--- src/rtl/filter_pkg.sv ---
// Shared types and reset-default coefficients for the time-multiplexed IIR sequencer.
// Coefficients are signed Q16 words; ch0 is the low-pass set, ch1 the high-pass set.
package filter_pkg;

  localparam int COEF_W = 32;

  typedef enum logic [2:0] {
    ST_IDLE,
    ST_FETCH,
    ST_WAIT,
    ST_B0,
    ST_B1,
    ST_A1,
    ST_EMIT,
    ST_DONE
  } seq_state_t;

  typedef enum logic [1:0] {
    SEL_B0   = 2'd0,
    SEL_B1   = 2'd1,
    SEL_A1   = 2'd2,
    SEL_RSVD = 2'd3
  } coef_sel_t;

  typedef struct packed {
    logic [COEF_W-1:0] b0;
    logic [COEF_W-1:0] b1;
    logic [COEF_W-1:0] a1;
  } coef_t;

  localparam coef_t LP_COEF_DEFAULT = '{
    b0: 32'h0000_0080,
    b1: 32'h0000_0080,
    a1: 32'h0000_FEFF
  };

  localparam coef_t HP_COEF_DEFAULT = '{
    b0: 32'h0000_E01A,
    b1: 32'hFFFF_1FE6,
    a1: 32'h0000_C035
  };

endpackage

--- src/rtl/iir_mac.sv ---
// Signed multiply-accumulate with a double-width wrapping accumulator; clr beats en.
// y is the registered accumulator scaled back to Q(FRAC_BITS); y_nxt is the value it takes next edge.
module iir_mac #(
  parameter int DATA_W    = 32,
  parameter int FRAC_BITS = 16
) (
  input  logic                     clk,
  input  logic                     rst,
  input  logic                     clr,
  input  logic                     en,
  input  logic signed [DATA_W-1:0] a,
  input  logic signed [DATA_W-1:0] b,
  output logic        [DATA_W-1:0] y,
  output logic        [DATA_W-1:0] y_nxt
);

  localparam int ACC_W = 2 * DATA_W;

  logic signed [ACC_W-1:0] acc_q;
  logic signed [ACC_W-1:0] acc_d;
  logic signed [ACC_W-1:0] prod;

  always_comb begin
    prod  = ACC_W'(a) * ACC_W'(b);
    acc_d = acc_q;
    if (clr) begin
      acc_d = '0;
    end else if (en) begin
      acc_d = acc_q + prod;
    end
  end

  always_ff @(posedge clk) begin
    if (!rst) begin
      acc_q <= '0;
    end else begin
      acc_q <= acc_d;
    end
  end

  // Arithmetic shift then truncate is just a bit window of the accumulator.
  assign y     = acc_q[FRAC_BITS +: DATA_W];
  assign y_nxt = acc_d[FRAC_BITS +: DATA_W];

endmodule

--- src/rtl/iir_channel_sequencer.sv ---
// Walks the sample ROM once, running each sample through one shared first-order IIR MAC
// for ch0 then ch1; 10 cycles per sample, EMIT holds its word until out_ready.
module iir_channel_sequencer
  import filter_pkg::*;
#(
  parameter int                ADDR_W      = 15,
  parameter int                DATA_W      = 32,
  parameter int                FRAC_BITS   = 16,
  parameter int                NUM_SAMPLES = 20002,
  parameter logic [DATA_W-1:0] OUT_OFFSET  = 32'h003F_FFFF
) (
  input  logic              clk,
  input  logic              rst,
  input  logic              start,
  output logic              busy,
  output logic              done,
  output logic [ADDR_W-1:0] rom_addr,
  input  logic [DATA_W-1:0] rom_q,
  input  logic              cfg_we,
  input  logic              cfg_ch,
  input  logic [1:0]        cfg_sel,
  input  logic [DATA_W-1:0] cfg_data,
  output logic              out_valid,
  input  logic              out_ready,
  output logic              out_ch,
  output logic [DATA_W-1:0] out_data
);

  localparam logic [ADDR_W-1:0] LAST_ADDR = ADDR_W'(NUM_SAMPLES - 1);

  seq_state_t state_q, state_d;

  logic [ADDR_W-1:0] rom_addr_q, rom_addr_d;
  logic              ch_q, ch_d;
  logic [DATA_W-1:0] x_q, x_d;
  logic [DATA_W-1:0] x1_q, x1_d;
  logic [DATA_W-1:0] y1_q [2];
  logic [DATA_W-1:0] y1_d [2];
  coef_t             coef_q [2];
  coef_t             coef_d [2];
  logic              out_ch_q, out_ch_d;
  logic [DATA_W-1:0] out_data_q, out_data_d;

  logic                     mac_clr;
  logic                     mac_en;
  logic signed [DATA_W-1:0] mac_a;
  logic signed [DATA_W-1:0] mac_b;
  logic        [DATA_W-1:0] mac_y;
  logic        [DATA_W-1:0] mac_y_nxt;

  logic accept;
  assign accept = (state_q == ST_EMIT) && out_ready;

  // State register
  always_ff @(posedge clk) begin
    if (!rst) begin
      state_q <= ST_IDLE;
    end else begin
      state_q <= state_d;
    end
  end

  // Next-state logic
  always_comb begin
    state_d = state_q;
    case (state_q)
      ST_IDLE:  if (start) state_d = ST_FETCH;
      ST_FETCH: state_d = ST_WAIT;
      ST_WAIT:  state_d = ST_B0;
      ST_B0:    state_d = ST_B1;
      ST_B1:    state_d = ST_A1;
      ST_A1:    state_d = ST_EMIT;
      ST_EMIT: begin
        if (out_ready) begin
          if (!ch_q) begin
            state_d = ST_B0;
          end else if (rom_addr_q == LAST_ADDR) begin
            state_d = ST_DONE;
          end else begin
            state_d = ST_FETCH;
          end
        end
      end
      ST_DONE:  state_d = ST_IDLE;
      default:  state_d = ST_IDLE;
    endcase
  end

  // Outputs and MAC control
  always_comb begin
    busy      = (state_q != ST_IDLE) && (state_q != ST_DONE);
    done      = (state_q == ST_DONE);
    out_valid = (state_q == ST_EMIT);
    mac_clr   = (state_d == ST_B0) || ((state_q == ST_IDLE) && start);
    mac_en    = 1'b0;
    mac_a     = '0;
    mac_b     = '0;
    case (state_q)
      ST_B0: begin
        mac_en = 1'b1;
        mac_a  = coef_q[ch_q].b0;
        mac_b  = x_q;
      end
      ST_B1: begin
        mac_en = 1'b1;
        mac_a  = coef_q[ch_q].b1;
        mac_b  = x1_q;
      end
      ST_A1: begin
        mac_en = 1'b1;
        mac_a  = coef_q[ch_q].a1;
        mac_b  = y1_q[ch_q];
      end
      default: ;
    endcase
  end

  // Datapath, history and coefficient RAM
  always_comb begin
    rom_addr_d = rom_addr_q;
    ch_d       = ch_q;
    x_d        = x_q;
    x1_d       = x1_q;
    y1_d       = y1_q;
    coef_d     = coef_q;
    out_ch_d   = out_ch_q;
    out_data_d = out_data_q;
    case (state_q)
      ST_IDLE: begin
        if (start) begin
          rom_addr_d = '0;
          ch_d       = 1'b0;
          x1_d       = '0;
          y1_d[0]    = '0;
          y1_d[1]    = '0;
        end
        if (cfg_we) begin
          case (coef_sel_t'(cfg_sel))
            SEL_B0:  coef_d[cfg_ch].b0 = cfg_data;
            SEL_B1:  coef_d[cfg_ch].b1 = cfg_data;
            SEL_A1:  coef_d[cfg_ch].a1 = cfg_data;
            default: ;
          endcase
        end
      end
      ST_WAIT: x_d = rom_q;
      // Capture the output word as the last product lands so it is stable for all of EMIT.
      ST_A1: begin
        out_ch_d   = ch_q;
        out_data_d = mac_y_nxt + OUT_OFFSET;
      end
      ST_EMIT: begin
        if (accept) begin
          y1_d[ch_q] = mac_y;
          if (!ch_q) begin
            ch_d = 1'b1;
          end else begin
            ch_d = 1'b0;
            x1_d = x_q;
            if (rom_addr_q != LAST_ADDR) begin
              rom_addr_d = rom_addr_q + ADDR_W'(1);
            end
          end
        end
      end
      default: ;
    endcase
  end

  always_ff @(posedge clk) begin
    if (!rst) begin
      rom_addr_q <= '0;
      ch_q       <= 1'b0;
      x_q        <= '0;
      x1_q       <= '0;
      y1_q[0]    <= '0;
      y1_q[1]    <= '0;
      coef_q[0]  <= LP_COEF_DEFAULT;
      coef_q[1]  <= HP_COEF_DEFAULT;
      out_ch_q   <= 1'b0;
      out_data_q <= '0;
    end else begin
      rom_addr_q <= rom_addr_d;
      ch_q       <= ch_d;
      x_q        <= x_d;
      x1_q       <= x1_d;
      y1_q       <= y1_d;
      coef_q     <= coef_d;
      out_ch_q   <= out_ch_d;
      out_data_q <= out_data_d;
    end
  end

  iir_mac #(
    .DATA_W    (DATA_W),
    .FRAC_BITS (FRAC_BITS)
  ) u_mac (
    .clk   (clk),
    .rst   (rst),
    .clr   (mac_clr),
    .en    (mac_en),
    .a     (mac_a),
    .b     (mac_b),
    .y     (mac_y),
    .y_nxt (mac_y_nxt)
  );

  assign rom_addr = rom_addr_q;
  assign out_ch   = out_ch_q;
  assign out_data = out_data_q;

endmodule
--- config.mk ---
export PLATFORM = sky130hd
export DESIGN_NAME = iir_channel_sequencer
export DESIGN_NICKNAME = d
export VERILOG_FILES = /design/src/rtl/filter_pkg.sv /design/src/rtl/iir_mac.sv /design/src/rtl/iir_channel_sequencer.sv
export SDC_FILE = /design/constraint.sdc
export NUM_CORES = 2
export LEC_CHECK = 0
export CAP_MARGIN = 20
export CELL_PAD_IN_SITES_DETAIL_PLACEMENT = 0
export CELL_PAD_IN_SITES_GLOBAL_PLACEMENT = 1
export CORE_ASPECT_RATIO = 1.4
export CORE_MARGIN = 3
export CORE_UTILIZATION = 45
export CTS_CLUSTER_DIAMETER = 100
export DETAILED_ROUTE_END_ITERATION = 12
export PLACE_DENSITY = 0.77
export SLEW_MARGIN = 30
export SYNTH_ARGS = -nofsm -noshare
export SYNTH_HDL_FRONTEND = slang
export SYNTH_SLANG_ARGS = --single-unit
--- constraint.sdc ---
create_clock -name clk -period 10.5 [get_ports clk]
set_input_delay 2.1 -clock clk [delete_from_list [all_inputs] [get_ports clk]]
set_output_delay 2.1 -clock clk [all_outputs]
set_load 0.02 [all_outputs]
* Yosys cells after proc, flatten, opt, wreduce, memory -nomap -nowiden
Cells that the tools add are included.
** Word-level totals
- Register bits after elaboration :: 436
- Output and inout bits :: 51
** Cells by class
- Equality and inequality tests :: 17
- Multipliers :: 1
- Bitwise operators :: 3
- Mux-type cells :: 45
- Reduce and logical (&&, ||, !) cells :: 17
- Add/subtract/negate cells :: 3
- Magnitude comparators :: 4
** Operators by type and width (count)
- 192-bit bitwise mux :: 3
- 192-bit case mux with 3 select lines :: 1
- 96-bit two-way mux :: 4
- 96-bit demux with 1-bit select :: 3
- 32-bit two-way mux :: 8
- 64-bit two-way mux :: 3
- 32-bit case mux with 3 select lines :: 2
- 64-bit case mux with 2 select lines :: 1
- 48-bit two-way mux :: 2
- 64-bit adder :: 1
- 64-bit bitwise mux :: 1
- 32-bit by 32-bit multiplier with 64-bit output :: 1
- 32-bit case mux with 2 select lines :: 1
- 15-bit two-way mux :: 4
- 32-bit by 22-bit adder with 32-bit output, second input constant :: 1
- 32-bit demux with 1-bit select :: 1
- 15-bit case mux with 2 select lines :: 1
- 3-bit case mux with 8 select lines :: 1
- 15-bit by 1-bit adder with 15-bit output, second input constant :: 1
- 15-bit equality test, second input constant :: 1
- 15-bit inequality test, second input constant :: 1
- 3-bit equality test, second input constant :: 4
- 3-bit two-way mux :: 4
- 3-bit by 2-bit equality test with 1-bit output, second input constant :: 3
- 23 further kinds :: 37

* Depth between registers and ports, before layout
- Word-level depth :: 10
- Depth in mapped cells :: 42
- Gate-level depth less buffers :: 33

* Modules after synthesis
A second synthesis with hierarchy kept.
** Unflattened totals
- Cell total of the unflattened synthesis :: 5542
- Area, all modules :: 49598.8 um^2
** Modules (own cells, without submodules)
- iir_mac :: cells an instance 3741, sequential area each 960.9 um^2, area an instance 33699.8 um^2, times used 1
- iir_channel_sequencer :: cells an instance 1801, sequential area each 7447.1 um^2, area an instance 15899.0 um^2, times used 1

* Worst setup path before layout
Ideal clock, no wire load.
- Path type :: flip-flop to flip-flop
- Start point :: register state_q[0]
- End point :: register out_data_q[28] (netlist: out_data[28])
- Library setup time :: 0.086 ns
- Data required time :: 10.414 ns
- Cell stages (with the launch flop) :: 39
- Clock period less this slack :: 10.002 ns
- Data arrival time :: 9.917 ns
- Buffers on the path :: 9
- Setup slack :: 0.498 ns
- Cells stage by stage :: dfxtp_1 -> buf_2 -> buf_2 -> buf_2 -> buf_2 -> buf_1 -> buf_1 -> mux2i_1 -> o21ai_0 -> o21ai_1 -> clkbuf_1 -> nor2_1 -> fa_1 -> fa_1 -> fa_1 -> inv_1 -> fa_1 -> fa_1 -> [... 3 more ...] -> inv_1 -> fa_1 -> inv_1 -> ha_1 -> buf_2 -> nand4_1 -> or3_1 -> a21o_1 -> and3_1 -> buf_6 -> xor2_1 -> o211ai_2 -> or4b_4 -> nand3b_4 -> nor3_4 -> nor4b_2 -> xnor2_1 -> a211oi_1
** Between the ends
- Word-level cells in the longest chain between the ends :: 7
** RTL lines
- start, declared :: RTL line iir_channel_sequencer.sv:31 : seq_state_t state_q, state_d;
- start signal, assigned :: RTL line iir_channel_sequencer.sv:59 : state_q <= state_d;
- 3-bit equality test (tied with other cells) :: RTL line iir_channel_sequencer.sv:66, iir_channel_sequencer.sv:98, iir_channel_sequencer.sv:128
- 32-bit case mux with 3 select lines :: RTL line iir_channel_sequencer.sv:98 : case (state_q)
- 32-bit by 32-bit multiplier with 64-bit output :: RTL line iir_mac.sv:24 : prod = ACC_W'(a) * ACC_W'(b);
- 64-bit adder :: RTL line iir_mac.sv:29 : acc_d = acc_q + prod;
- 48-bit two-way mux :: RTL line iir_mac.sv:28 : end else if (en) begin
- 48-bit two-way mux :: RTL line iir_mac.sv:26 : if (clr) begin
- 32-bit by 22-bit adder with 32-bit output :: RTL line iir_channel_sequencer.sv:150 : out_data_d = mac_y_nxt + OUT_OFFSET;
- end signal, assigned :: RTL line iir_channel_sequencer.sv:190 : out_data_q <= out_data_d;
- end, declared :: RTL line iir_channel_sequencer.sv:42 : logic [DATA_W-1:0] out_data_q, out_data_d;
Several ways; a longest one is shown, not always the timed one.
A chain may end at the register's enable or synchronous reset.

* Worst setup path in the final report
- Start point :: register state_q[2]
- End point :: register out_data_q[28] (netlist: out_data[28])
The elaborated chain is that of the path after synthesis.

==> run metrics <==
Slowest cell on crit path=or4b_4; Worst-Skew Late Latency=0.64 ns; Core Region=109000 sq um; clock sink count=420; synth cell count leaders=1025 x inv_1, 904 x fa_1, 871 x nand2_1; Initial Util=0.455; WL final=approximately 170 mm; CTS tree=built; nets=6954; leakage=approximately 24 nW; Worst path max stage delay=0.57 ns; outcome=complete, no violations; clock-pin slew on the worst setup and hold paths=~0.06 ns; Top FF cell, synth=dfxtp_1; diode count=0; post-synth cell types=84; vias in the first global route=around 42000; hold crit path type=register to register; placed wire-length estimate=139 mm; Post-Syn Area=slightly below 50000 sq um; Setup crit end kind=register; setup TNS=0 ns; hold path cells=2; CP Max Fanout=43; dpl cell area=53300 sq um; Ys Warns=0; DR vias/cell=about 5.6; Die Span Y=roughly 400 microns; Routed WL per cell=around 24 microns; Synth area leaders=fa_1 37%, dfxtp_1 17%, inv_1 7.8%, nand2_1 6.6%, ha_1 4.8%; count leader, synth=inv_1; GP Congestion=approximately 0.95; clock skew=~0.047 ns; Remaining DRCs=0; H-tree depth=2; GR Overflow Total=0; pwr dens=about 80 nW/um^2; kind of critical path=register to register; Die W=approximately 290 microns; Synth top area share=0.366; share of cells above drive strength 1=0.0839; VDD IR-drop max=approximately 0.1 mV; Max Buffers Root-to-Sink=3; final setup fails=0; hold violation total from the final report=0; Final Util=0.506; Non-Filler Instances=7276; Overall Global Routing Usage=0.305; max_slew headroom=0.338; asr flop ratio synth=0; worst slew pin tran=0.986 ns; I/O pins=~120; Tmin final=10.12 ns; largest net degree at the start of global routing=127; number of synthesized flops with an enable pin=0; cell count after synthesis=about 5700; Avg Cell Area, Syn=approximately 8.7 sq um; IO Port Bufs=between 100 and 150; fmax=98.8 MHz; Area Growth Syn to Fin=11.3%; Critical Path RT=11.05 ns; unrepaired setup endpoints after global routing=false; placed cells=just over 7000; Final Cycle Share=0.964; first-pass GRT wire length=roughly 260 mm; synthesized flop and latch total=between 400 and 500; row count=143; number of nets with antenna violations after routing=0; critical path arrival=roughly 11 ns; syn_nets=6875; Die Footprint=between 100000 and 150000 sq um; drt first pass iters=5; Crit path top cell by count=fa_1; Critical Path Start Type=register; DR vias=40900; top cell type by total area after synthesis=fa_1; initial antenna violation count=0; R2R cell count=32; max_cap viols=0; initial DRC count=3617; fin area=55000 sq um; hold_ws=roughly 0.45 ns; Seq/Total Area, Yosys=0.170; cts bufs inserted=between 40 and 50; Clock Tree Root=clkbuf_16; Max Slew Vio Count=0
[worst max-delay path, delay by kind of cell, from the launching register on]
kind / cells / cell delay, ns
XOR/XNOR: 2 / 0.47
AND/OR/NAND/NOR: 8 / 2.44
AO/OA/AOI/OAI: 6 / 1.25
buffers and inverters: 7 / 0.80
adder cells (fa/ha/maj): 9 / 4.54
flip-flops: 1 / 0.50
[metrics by stage]
stage	setup slack, ns	total power, mW
finish	0.379	4.40
global route	0.0213	4.53
CTS	0.104	4.41
detailed placement	0.202	2.61
global placement	0.209	2.61
floorplan	0.498	2.18
[registers in the layout, summed over array words and instances (netlist names), 3 cells and up]
name and cells:
coef_q 192, y1_q 64, u_mac.acc_q 48, out_data 32, x1_q 32, x_q 32, rom_addr 15, state_q 3
[cells in the final DEF (no fill, tap or decap), types with 89 or more instances in the layout]
cell type | Yosys | routed
fa_1 | 904 | 904
dfxtp_1 | 420 | 418
inv_1 | 1025 | 1024
nor2_1 | 599 | 591
ha_1 | 190 | 190
a21oi_1 | 183 | 181
nand2_1 | 871 | 871
a22oi_1 | 105 | 103
clkdlybuf4s50_1 | 0 | 120
nand3_1 | 89 | 89
buf_4 | 8 | 252
[metal layers]
layer  track usage  vias up  routed length (microns)
met5             0        -                        0
met4         0.141        0                     9120
met3        0.0364      384                    11000
met2         0.521     1696                    84800
met1         0.387    20800                    68200
li1              -    18000                        -
[path summary, 6_finish.rpt]
path | start | endpoint | slack, ns
setup / recovery | state_q[2] | out_data[28] | 0.38
hold / removal | u_mac.acc_q[10] | u_mac.acc_q[10] | 0.45
setup reg to reg | state_q[2] | out_data[28] | 0.38
hold reg to reg | u_mac.acc_q[10] | u_mac.acc_q[10] | 0.45
[power breakdown]
part | internal (mW) | switching [mW] | total (mW)
Sequential | 1.63 | 0.0397 | 1.67
Combinational | 0.289 | 0.640 | 0.930
Clock | 1.01 | 0.785 | 1.79
Total | 2.93 | 1.46 | 4.40
[layout make-up]
cell class	instances	area, sq um
Clock buffer	57	1280
Clock inverter	31	357
Fill cell	10500	53700
Inverter	1025	3850
Multi-Input combinational cell	3905	35900
Sequential cell	420	8420
Tap cell	1450	1810
Timing Repair Buffer	388	3400
[timing repair]
action | in CTS | in global routing
setup buffers | 0 | 3
setup endpoints to repair | 0 | 11
hold buffers | 0 | 0
resized for setup | 0 | 14
[cells by family (layout without fill, tap and decap cells)]
kind of cell	after synthesis	count (layout)	synth area share
simple gates	1817	1818	0.155
buf+inv	1385	1501	0.107
fa+ha+maj	1094	1094	0.414
compound gates	797	797	0.114
flops	420	420	0.170
mux	101	101	0.0216
xor+xnor	95	95	0.0182
No activity file was read; power rests on OpenSTA's default activity.
